$ cat src/rtl/pwm_ramp_ctrl_pkg.sv
// -----------------------------------------------------------------------------
// pwm_ramp_ctrl_pkg
//
// Shared definitions for the PWM duty ramp controller and the PWM stage it
// drives. The PWM stage imports this package so both sides agree on the
// duty-code width and can decode the controller state.
//
// Contents:
//   DUTY_W_DEF    default width of the duty code (matches the PWM duty input)
//   STEP_W_DEF    default width of the step-interval field
//   ramp_state_e  ramp controller FSM states
// -----------------------------------------------------------------------------
package pwm_ramp_ctrl_pkg;

  localparam int DUTY_W_DEF = 3;
  localparam int STEP_W_DEF = 8;

  // IDLE      : output disabled, duty forced to zero
  // RAMP_UP   : stepping duty one code at a time toward target
  // RUN       : duty parked at target
  // RAMP_DOWN : stepping duty toward zero before disabling the output
  typedef enum logic [1:0] {
    ST_IDLE      = 2'd0,
    ST_RAMP_UP   = 2'd1,
    ST_RUN       = 2'd2,
    ST_RAMP_DOWN = 2'd3
  } ramp_state_e;

endpackage : pwm_ramp_ctrl_pkg

$ cat src/rtl/ramp_step_timer.sv
// -----------------------------------------------------------------------------
// ramp_step_timer
//
// Down-counter that paces duty changes in the ramp controller. A load copies
// div into the counter; otherwise the counter decrements toward zero and then
// rests there. step is high whenever the counter is zero, so reloading on
// every step gives exactly div+1 cycles between steps, and div=0 steps every
// cycle.
//
// Ports:
//   clk   in   clock, rising edge
//   rst   in   synchronous active-high reset, clears the counter to zero
//   load  in   reload the counter from div this cycle
//   div   in   STEP_W  interval minus one, sampled only when load is high
//   step  out  high while the counter is zero
// -----------------------------------------------------------------------------
module ramp_step_timer #(
  parameter int STEP_W = 8
) (
  input  logic              clk,
  input  logic              rst,
  input  logic              load,
  input  logic [STEP_W-1:0] div,
  output logic              step
);

  logic [STEP_W-1:0] cnt;

  always_ff @(posedge clk) begin
    if (rst) begin
      cnt <= '0;
    end else if (load) begin
      cnt <= div;
    end else if (cnt != '0) begin
      cnt <= cnt - 1'b1;
    end
  end

  // The counter parks at zero, so step stays high outside the ramp states.
  // The controller only acts on it while ramping, so this is harmless.
  assign step = (cnt == '0);

endmodule : ramp_step_timer

$ cat src/rtl/pwm_ramp_ctrl.sv
// -----------------------------------------------------------------------------
// pwm_ramp_ctrl
//
// Soft-start / soft-stop controller for a PWM stage. On start it walks the
// duty code one step at a time toward target, parks there, follows later
// target changes with the same ramp, and on stop walks the duty back to zero,
// holds zero for one step interval and then drops the enable.
//
// Control inputs are single-cycle request pulses with no handshake: start and
// stop are acted on in the cycle they are high and there is no ready/ack
// path. When both are high in the same cycle, stop wins in every state.
//
// Ports:
//   clk        in   clock, rising edge
//   rst        in   synchronous active-high reset, overrides all inputs
//   start      in   request to begin or resume ramping toward target
//   stop       in   request to ramp down to zero and disable
//   target     in   DUTY_W  requested steady-state duty, sampled every cycle
//   step_div   in   STEP_W  step interval minus one, sampled at timer reload
//   duty       out  DUTY_W  registered duty code for the PWM stage
//   pwm_en     out  registered enable for the PWM stage
//   busy       out  registered, high in any state other than IDLE
//   at_target  out  registered, high in RUN only
//   done       out  registered one-cycle pulse on RAMP_DOWN -> IDLE
//   dbg_state  out  current FSM state, for observation only
// -----------------------------------------------------------------------------
module pwm_ramp_ctrl
  import pwm_ramp_ctrl_pkg::*;
#(
  parameter int STEP_W = STEP_W_DEF,
  parameter int DUTY_W = DUTY_W_DEF
) (
  input  logic              clk,
  input  logic              rst,
  input  logic              start,
  input  logic              stop,
  input  logic [DUTY_W-1:0] target,
  input  logic [STEP_W-1:0] step_div,
  output logic [DUTY_W-1:0] duty,
  output logic              pwm_en,
  output logic              busy,
  output logic              at_target,
  output logic              done,
  output ramp_state_e       dbg_state
);

  ramp_state_e       state;
  ramp_state_e       state_n;
  logic [DUTY_W-1:0] duty_n;
  logic [DUTY_W-1:0] duty_toward;
  logic              done_n;
  logic              load;
  logic              step;
  logic              go;

  // A start that coincides with a stop is discarded so stop always wins.
  assign go = start & ~stop;

  // One code toward target. Only consumed while duty != target, so neither
  // branch can wrap: an increment implies duty < target <= max code, and a
  // decrement implies duty > target >= 0.
  assign duty_toward = (target > duty) ? duty + 1'b1 : duty - 1'b1;

  ramp_step_timer #(
    .STEP_W (STEP_W)
  ) u_step_timer (
    .clk  (clk),
    .rst  (rst),
    .load (load),
    .div  (step_div),
    .step (step)
  );

  // ---------------------------------------------------------------------------
  // Next-state, next-duty and timer-load decode
  // ---------------------------------------------------------------------------
  always_comb begin
    state_n = state;
    duty_n  = duty;
    done_n  = 1'b0;
    load    = 1'b0;

    unique case (state)
      ST_IDLE: begin
        // stop has nothing to undo here and is dropped.
        if (go) begin
          state_n = ST_RAMP_UP;
          load    = 1'b1;
        end
      end

      ST_RAMP_UP: begin
        if (stop) begin
          state_n = ST_RAMP_DOWN;
          load    = 1'b1;
        end else if (duty == target) begin
          // Covers arriving with duty already on target (e.g. target=0 from
          // IDLE) and a target that moved onto the current duty mid-interval.
          state_n = ST_RUN;
        end else if (step) begin
          duty_n = duty_toward;
          load   = 1'b1;
          // Enter RUN on the same edge as the final step so at_target rises
          // together with the duty reaching target.
          if (duty_toward == target) begin
            state_n = ST_RUN;
          end
        end
      end

      ST_RUN: begin
        if (stop) begin
          state_n = ST_RAMP_DOWN;
          load    = 1'b1;
        end else if (target != duty) begin
          // Re-ramp toward the new target; a full interval passes before
          // the first duty change.
          state_n = ST_RAMP_UP;
          load    = 1'b1;
        end
      end

      ST_RAMP_DOWN: begin
        if (go) begin
          // Resume from the current duty rather than restarting from zero.
          state_n = ST_RAMP_UP;
          load    = 1'b1;
        end else if (step) begin
          if (duty == '0) begin
            // Zero has been on the output for a whole interval: disable.
            state_n = ST_IDLE;
            done_n  = 1'b1;
          end else begin
            duty_n = duty - 1'b1;
            load   = 1'b1;
          end
        end
      end

      default: begin
        state_n = ST_IDLE;
        duty_n  = '0;
      end
    endcase
  end

  // ---------------------------------------------------------------------------
  // State and output registers. Outputs are derived from the next state so a
  // request sampled on one edge is visible on the outputs right after it.
  // ---------------------------------------------------------------------------
  always_ff @(posedge clk) begin
    if (rst) begin
      state     <= ST_IDLE;
      duty      <= '0;
      pwm_en    <= 1'b0;
      busy      <= 1'b0;
      at_target <= 1'b0;
      done      <= 1'b0;
    end else begin
      state     <= state_n;
      duty      <= duty_n;
      pwm_en    <= (state_n != ST_IDLE);
      busy      <= (state_n != ST_IDLE);
      at_target <= (state_n == ST_RUN);
      done      <= done_n;
    end
  end

  assign dbg_state = state;

endmodule : pwm_ramp_ctrl
$ cat config.mk
export PLATFORM = sky130hd
export DESIGN_NAME = pwm_ramp_ctrl
export DESIGN_NICKNAME = d
export VERILOG_FILES = /design/src/rtl/pwm_ramp_ctrl_pkg.sv /design/src/rtl/ramp_step_timer.sv /design/src/rtl/pwm_ramp_ctrl.sv
export SDC_FILE = /design/constraint.sdc
export NUM_CORES = 1
export LEC_CHECK = 0
export CAP_MARGIN = 20
export CORE_MARGIN = 2
export CORE_UTILIZATION = 35
export DETAILED_ROUTE_END_ITERATION = 8
export PLACE_DENSITY_LB_ADDON = 0.12
export REMOVE_ABC_BUFFERS = 1
export SYNTH_ARGS = -nofsm -noshare
export SYNTH_HDL_FRONTEND = slang
export SYNTH_SLANG_ARGS = --single-unit
$ cat constraint.sdc
create_clock -name clk -period 3.4 [get_ports clk]
set_clock_uncertainty 0.15 [all_clocks]
set_input_delay 1.02 -clock clk [delete_from_list [all_inputs] [get_ports clk]]
set_output_delay 1.02 -clock clk [all_outputs]
set_load 0.01 [all_outputs]
==> results.json, run 1 <==
{
  "outcome": "complete, no violations",
  "vias": 1180,
  "critical-path-top-delay-family": "simple AND/OR/NAND/NOR gates",
  "seq_area_frac_synth_pct": 25.7,
  "power_leakage_nw": 0.683,
  "worstMarginPinSlew_ns": 0.360,
  "finalSetupViolations": 0,
  "fmax_mhz": 304,
  "antenna_found_initial": 0,
  "cp-end-kind": "flop",
  "die_w_um": 63.6,
  "cellPowerDensity_nw_per_um2": 708,
  "drt_iter0_drc": 52,
  "drive_gt1_share_pct": 14.4,
  "rsz0062_at_grt": "false",
  "cts_max_path_buffers": 2,
  "synthesis.area_um2": 1240,
  "hold_ws_ns": 0.384,
  "ant_nets": 0,
  "pre_cts_slack_ns": -0.212,
  "synth-async-reset-ratio_pct": 0,
  "critical-path-max-stage-delay_ns": 0.51,
  "viasPerCell": 5.06,
  "gr-total-overflow": 0,
  "finalHoldViolCount": 0,
  "syn_area_per_cell_um2": 8.08,
  "fin_ws_ns": 0.113,
  "yosysUniqueCellTypes": 43,
  "wl_met1_um": 1270,
  "drtPass1Iterations": 4,
  "arrival_ns": 3.32,
  "grt_first_pass_wirelength_um": 4710,
  "critPathMaxFanout": 4,
  "dp_hpwl_um": 2180,
  "min_path_type": "flop to flop",
  "gp_congestion": 0.907,
  "h-tree-depth": 1,
  "first_global_vias": 1078,
  "dr_wl_met2_um": 1330,
  "drv_cap": 0,
  "max-slew-margin-rel_pct": 75.4,
  "coreArea_um2": 3390,
  "min_period_ns": 3.29,
  "drc": 0,
  "ir_worst_vdd_v": 0.000342,
  "wire_per_inst_um": 11.8,
  "swShare_pct": 40.7,
  "die_area_um2": 4050,
  "cp.buffers_inverters": 2,
  "slowest_stage": "or4_4",
  "p_seq_share_pct": 27.0,
  "dr_wl_met3_um": 126,
  "crit_type": "primary input to flop",
  "highest_layer": "met4",
  "port_buffers": 23,
  "clk_pin_slew_ns": 0.10,
  "synth_flop_cell": "dfxtp_1",
  "syn2layout_area_growth_pct": 32.7,
  "ctsHoldBuffers": 0,
  "io_pins": 24,
  "grt_max_degree": 11,
  "clock_sinks": 16,
  "finalSetupTns_ns": 0,
  "rrSetupSlack_ns": 0.84,
  "clkPwrFrac_pct": 11.0,
  "power.switching_w": 0.000476,
  "routed_wl_um": 2750,
  "comb_power_share_pct": 62.0,
  "intPower_w": 0.000693,
  "cts_made_buffers": 3,
  "final_max_slew_viol_count": 0,
  "chipHeight_um": 63.6,
  "syn_inst": 154,
  "nNetsFinal": 215,
  "period_share_pct": 96.7,
  "clk_latency_ns": 0.28,
  "finalPower_w": 0.00117,
  "num_rows": 21,
  "synth_seq_cells": 16,
  "cp.required_ns": 3.44,
  "grt_usage_pct": 14.4,
  "initial_core_util_pct": 36.7,
  "synth_edf_count": 0,
  "ctsRootBufferMaster": "clkbuf_4",
  "utilization_pct": 48.7,
  "insertedDiodeCount": 0,
  "cts_tree": "built",
  "critical_path.cell_chain": "clkdlybuf4s50_1, ha_1, buf_4, nand3_1, nand2_1, o211ai_1, xnor2_1, or4_4, a21o_1, or2_1",
  "cp-start-kind": "primary input",
  "yosys_warnings": 0
}
==> metal layers <==
| metal | GRT usage, % | vias up |
|---|---|---|
| li1 | - | 607 |
| met1 | 17.1 | 541 |
| met2 | 24.7 | 26 |
| met3 | 3.93 | 6 |
| met4 | 5.16 | 0 |
| met5 | 0 | - |
==> power by group through the flow <==
stage                     Sequential (W)  Clock [W]  Combinational [W]
after floorplan                 0.000315          0           0.000508
after global placement          0.000317          0           0.000718
after detailed placement        0.000320          0           0.000722
after CTS                       0.000315   0.000136           0.000729
after global routing            0.000329   0.000142           0.000827
final                           0.000315   0.000128           0.000725
==> state kept, by name, summed over array words and instances (netlist names) <==
register / flops
dbg_state: 2
duty: 3
busy: 1
at_target: 1
u_step_timer.cnt: 8
done: 1
==> Yosys cell counts, types with 2 or more instances <==
cell	n	area share, %
a211oi_1	4	2.4
a21oi_1	7	2.8
and3_1	3	1.5
clkbuf_1	5	1.5
dfxtp_1	16	26
ha_1	12	12
inv_1	9	2.7
mux2i_1	6	4.8
nand2_1	12	3.6
nor2_1	21	6.3
nor3_1	7	2.8
nor4_1	2	1.0
nor4b_1	2	1.4
o211ai_1	3	1.8
o21a_1	3	1.8
o21ai_0	4	1.6
or4_4	2	1.8
xnor2_1	10	7.0
xor2_1	2	1.4
==> cell type report <==
class,instances,area (um2)
fillers,336,1740
clock buffers,4,36.3
inverters,9,33.8
repair buffers,36,340
flip-flops and latches,16,320
well taps,46,57.6
multi-input cells,122,863
==> per-stage QoR <==
stage          instance area, um2  std cells
4_1_cts                      1650        233
3_5_place_dp                 1610        229
2_1_floorplan                1210        147
5_1_grt                      1650        233
6_report                     1650        233
3_3_place_gp                 1610        229
==> path summary, 6_finish.rpt <==
kind                             from                  end  depth (start not counted)
setup reg to reg              duty[2]                 busy                          9
hold / removal    u_step_timer.cnt[6]  u_step_timer.cnt[6]                          2
setup / recovery            target[2]                 busy                         10
hold reg to reg   u_step_timer.cnt[6]  u_step_timer.cnt[6]                          2
==> placed cells by master, fill, tap and decap left out, types with 2 or more instances in the layout <==
master | Yosys | layout
or4_4 | 2 | 2
mux2i_1 | 6 | 6
o211ai_1 | 3 | 3
clkdlybuf4s50_1 | 0 | 23
clkbuf_4 | 0 | 3
and3_1 | 3 | 3
o21ai_0 | 4 | 4
nor4_1 | 2 | 2
dfxtp_1 | 16 | 16
nor2_1 | 21 | 21
xnor2_1 | 10 | 10
a211oi_1 | 4 | 4
inv_1 | 9 | 9
buf_4 | 1 | 12
a21oi_1 | 7 | 6
o21a_1 | 3 | 3
ha_1 | 12 | 12
nand2_1 | 12 | 12
nor4b_1 | 2 | 2
xor2_1 | 2 | 2
nor3_1 | 7 | 7
==> cell families (layout without fill, tap and decap cells) <==
| group | after synthesis | after routing | synth area share [%] |
|---|---|---|---|
| fa+ha+maj | 12 | 12 | 12.1 |
| buf+inv | 16 | 49 | 5.23 |
| compound gates | 29 | 29 | 16.5 |
| xor+xnor | 12 | 12 | 8.44 |
| simple gates | 62 | 62 | 26.3 |
| mux | 7 | 7 | 5.73 |
| flops | 16 | 16 | 25.7 |
==> worst reg2reg max path, delay by kind of cell, from the launching register on <==
family,cells,cell delay (ns)
simple gates,3,0.81
compound gates,3,0.58
flops,1,0.39
fa+ha+maj,1,0.34
xor+xnor,1,0.10
buf+inv,1,0.09
==> repair_timing <==
item / in CTS / in global routing
endpoints found under the setup margin: 0 / 1
resized for setup: 0 / 1
buffers inserted: 0 / 0
(Power assumes the default switching activity.)
==> run 2: changes to the inputs <==
- SYNTH_HIERARCHICAL: not set -> 1
==> run 2 against run 1 <==
Net effect: combinational power grew 38%; via count down 2.3%; critical endpoint unchanged; clock power shrank 26%; highest routed layer unchanged.
==> results.json, run 2 <==
{
  "outcome": "complete, no violations",
  "gr-total-overflow": 0,
  "yosys_warnings": 6,
  "h-tree-depth": 1,
  "rrSetupSlack_ns": 0.59,
  "port_buffers": 23,
  "instances_no_fill": 224,
  "drc": 0,
  "period_share_pct": 96.8,
  "drive_gt1_share_pct": 14.0,
  "coreArea_um2": 3390,
  "insertedDiodeCount": 0,
  "synth-async-reset-ratio_pct": 0,
  "vias": 1153,
  "min_period_ns": 3.29,
  "routed_wl_um": 2700,
  "cts_resized": 0,
  "nNetsFinal": 206,
  "cellPowerDensity_nw_per_um2": 900,
  "whs_endpoint": "duty[1]",
  "cts_max_path_buffers": 2,
  "grt_first_pass_wirelength_um": 4730,
  "synthTopCellsByArea": "dfxtp_1 26%, ha_1 11%, xnor2_1 5.6%",
  "die_area_um2": 4070,
  "whs_path_depth": 2,
  "rsz0062_at_grt": "false",
  "ctsHoldBuffers": 0,
  "cp-end-kind": "flop",
  "top_register": "u_step_timer/cnt",
  "finalSetupViolations": 0,
  "viasPerCell": 5.15,
  "cp-start-kind": "primary input",
  "finalHoldViolCount": 0,
  "max-slew-margin-rel_pct": 62.7,
  "r2r_start": "u_step_timer/cnt[3]",
  "final_cell_mix": "23 x clkdlybuf4s50_1, 16 x dfxtp_1, 15 x nand2_1",
  "cts_tree": "built",
  "finalSetupTns_ns": 0,
  "pre_cts_slack_ns": -0.177,
  "arrival_ns": 3.28,
  "ir_worst_vdd_v": 0.000434,
  "synth_edf_count": 0,
  "dp_hpwl_um": 2190,
  "r2r_cells": 12,
  "ctsRootBufferMaster": "clkbuf_4",
  "synth.top_cell.area_share_pct": 25.6,
  "antenna_found_initial": 0,
  "crit_type": "primary input to flop",
  "worstMarginPinSlew_ns": 0.557,
  "synth_seq_cells": 16,
  "grt_usage_pct": 14.5,
  "yosysUniqueCellTypes": 42,
  "cp.required_ns": 3.40,
  "cts_made_buffers": 3,
  "first_global_vias": 1120,
  "clk_pin_slew_ns": 0.09,
  "synth.largest_area_cell": "dfxtp_1",
  "final_max_slew_viol_count": 0,
  "drv_cap": 0,
  "drt_iter0_drc": 61,
  "seq_area_frac_synth_pct": 25.6,
  "clk_latency_ns": 0.27,
  "synth_flop_cell": "dfxtp_1",
  "syn2layout_area_growth_pct": 29.1,
  "io_pins": 24,
  "synth_common_cells": "16 x dfxtp_1, 15 x nand2_1, 14 x inv_1, 11 x ha_1, 9 x nor2_1",
  "placed_cells": 221,
  "gp_congestion": 0.786,
  "chipHeight_um": 63.8,
  "syn_inst": 145,
  "clock_sinks": 16,
  "initial_core_util_pct": 36.9,
  "hold_start": "duty[1]",
  "postCtsSetupBuffers": 0,
  "ant_nets": 0,
  "min_path_type": "flop to flop",
  "largest_reg_flops": 8,
  "fmax_mhz": 304,
  "drtPass1Iterations": 4,
  "critPathMaxFanout": 4,
  "yosysMostFrequentCell": "dfxtp_1",
  "die_w_um": 63.8,
  "fin_ws_ns": 0.110,
  "final_common_cell": "clkdlybuf4s50_1",
  "fill_cells": 327,
  "power_leakage_nw": 0.647,
  "wire_per_inst_um": 12.0,
  "num_rows": 21,
  "grt_max_degree": 15,
  "synthesis.area_um2": 1250,
  "syn_area_per_cell_um2": 8.62,
  "r2r-end": "u_step_timer/cnt[0]"
}
[run 2: changes by cell type in the layout (fill, tap and decap cells not counted), sizes merged, moves of 3 or more]
cell,before,now
o32ai,1,4
nand2,12,15
nand3,1,4
inv,9,14
nor2,21,9
[run 2: worst max-delay path, cell delays in order]
cell and delay (ns):
clkdlybuf4s50_1 0.44, ha_1 0.36, and3_2 0.26, a21oi_4 0.14, mux2_4 0.33, a2111oi_4 0.40, o31a_1 0.24, o31ai_1 0.09
[run 2: logic make-up after synthesis]
logic type,Yosys count,share of synthesized area [%]
buffers and inverters,19,7.21
adders and majority gates,11,11.0
AOI/OAI and AO/OA,32,21.6
DFF,16,25.6
xor gates and xnor gates,10,7.01
muxes,5,4.40
and+or+nand+nor,52,23.1
[run 2: worst max path at each step]
| stage | startpoint | to | slack, ns |
|---|---|---|---|
| 3_5_place_dp | target[2] | busy | -0.18 |
| 3_3_place_gp | target[1] | busy | -0.14 |
| 4_1_cts | target[2] | busy | 0.12 |
| 6_report | target[2] | busy | 0.11 |
| 2_1_floorplan | target[0] | u_step_timer/cnt[0] | 0.30 |
| 5_1_grt | target[2] | busy | 0.01 |
[run 2: power breakdown]
part	switching, W	internal (W)	leakage, nW	total [W]
registers	0.0000881	0.000265	0.132	0.000353
clock network	0.0000539	0.0000410	0.0138	0.0000949
logic	0.000502	0.000503	0.502	0.00100
total	0.000644	0.000809	0.647	0.00145
[run 2: metal layers]
metal / part of all wire (%) / wire length (um) / up-vias / global-route usage (%)
met5: 0 / 0 / - / 0
met4: 0.85 / 23 / 0 / 6.25
met3: 2.7 / 73 / 2 / 1.94
met2: 52 / 1400 / 16 / 26.7
met1: 45 / 1210 / 549 / 16.7
li1: - / - / 586 / -
[run 2: cell type report]
type	instances	area, um2	share of cell area, %
sequential	16	320	19.8
multi-input combinational	110	841	52.1
tap	46	57.6	3.57
inverter	14	52.6	3.26
timing repair buffer	35	320	19.8
clock buffer	3	22.5	1.40
[run 2: per-stage QoR]
step / utilization, % / area, um2 / power, W / hold slack [ns]
global placement: 46.9 / 1590 / 0.00135 / 0.390
global route: 47.6 / 1610 / 0.00160 / 0.443
floorplan: - / 1210 / 0.00104 / 0.404
finish: 47.6 / 1610 / 0.00145 / 0.410
detailed placement: 46.9 / 1590 / 0.00136 / 0.402
CTS: 47.6 / 1610 / 0.00146 / 0.417
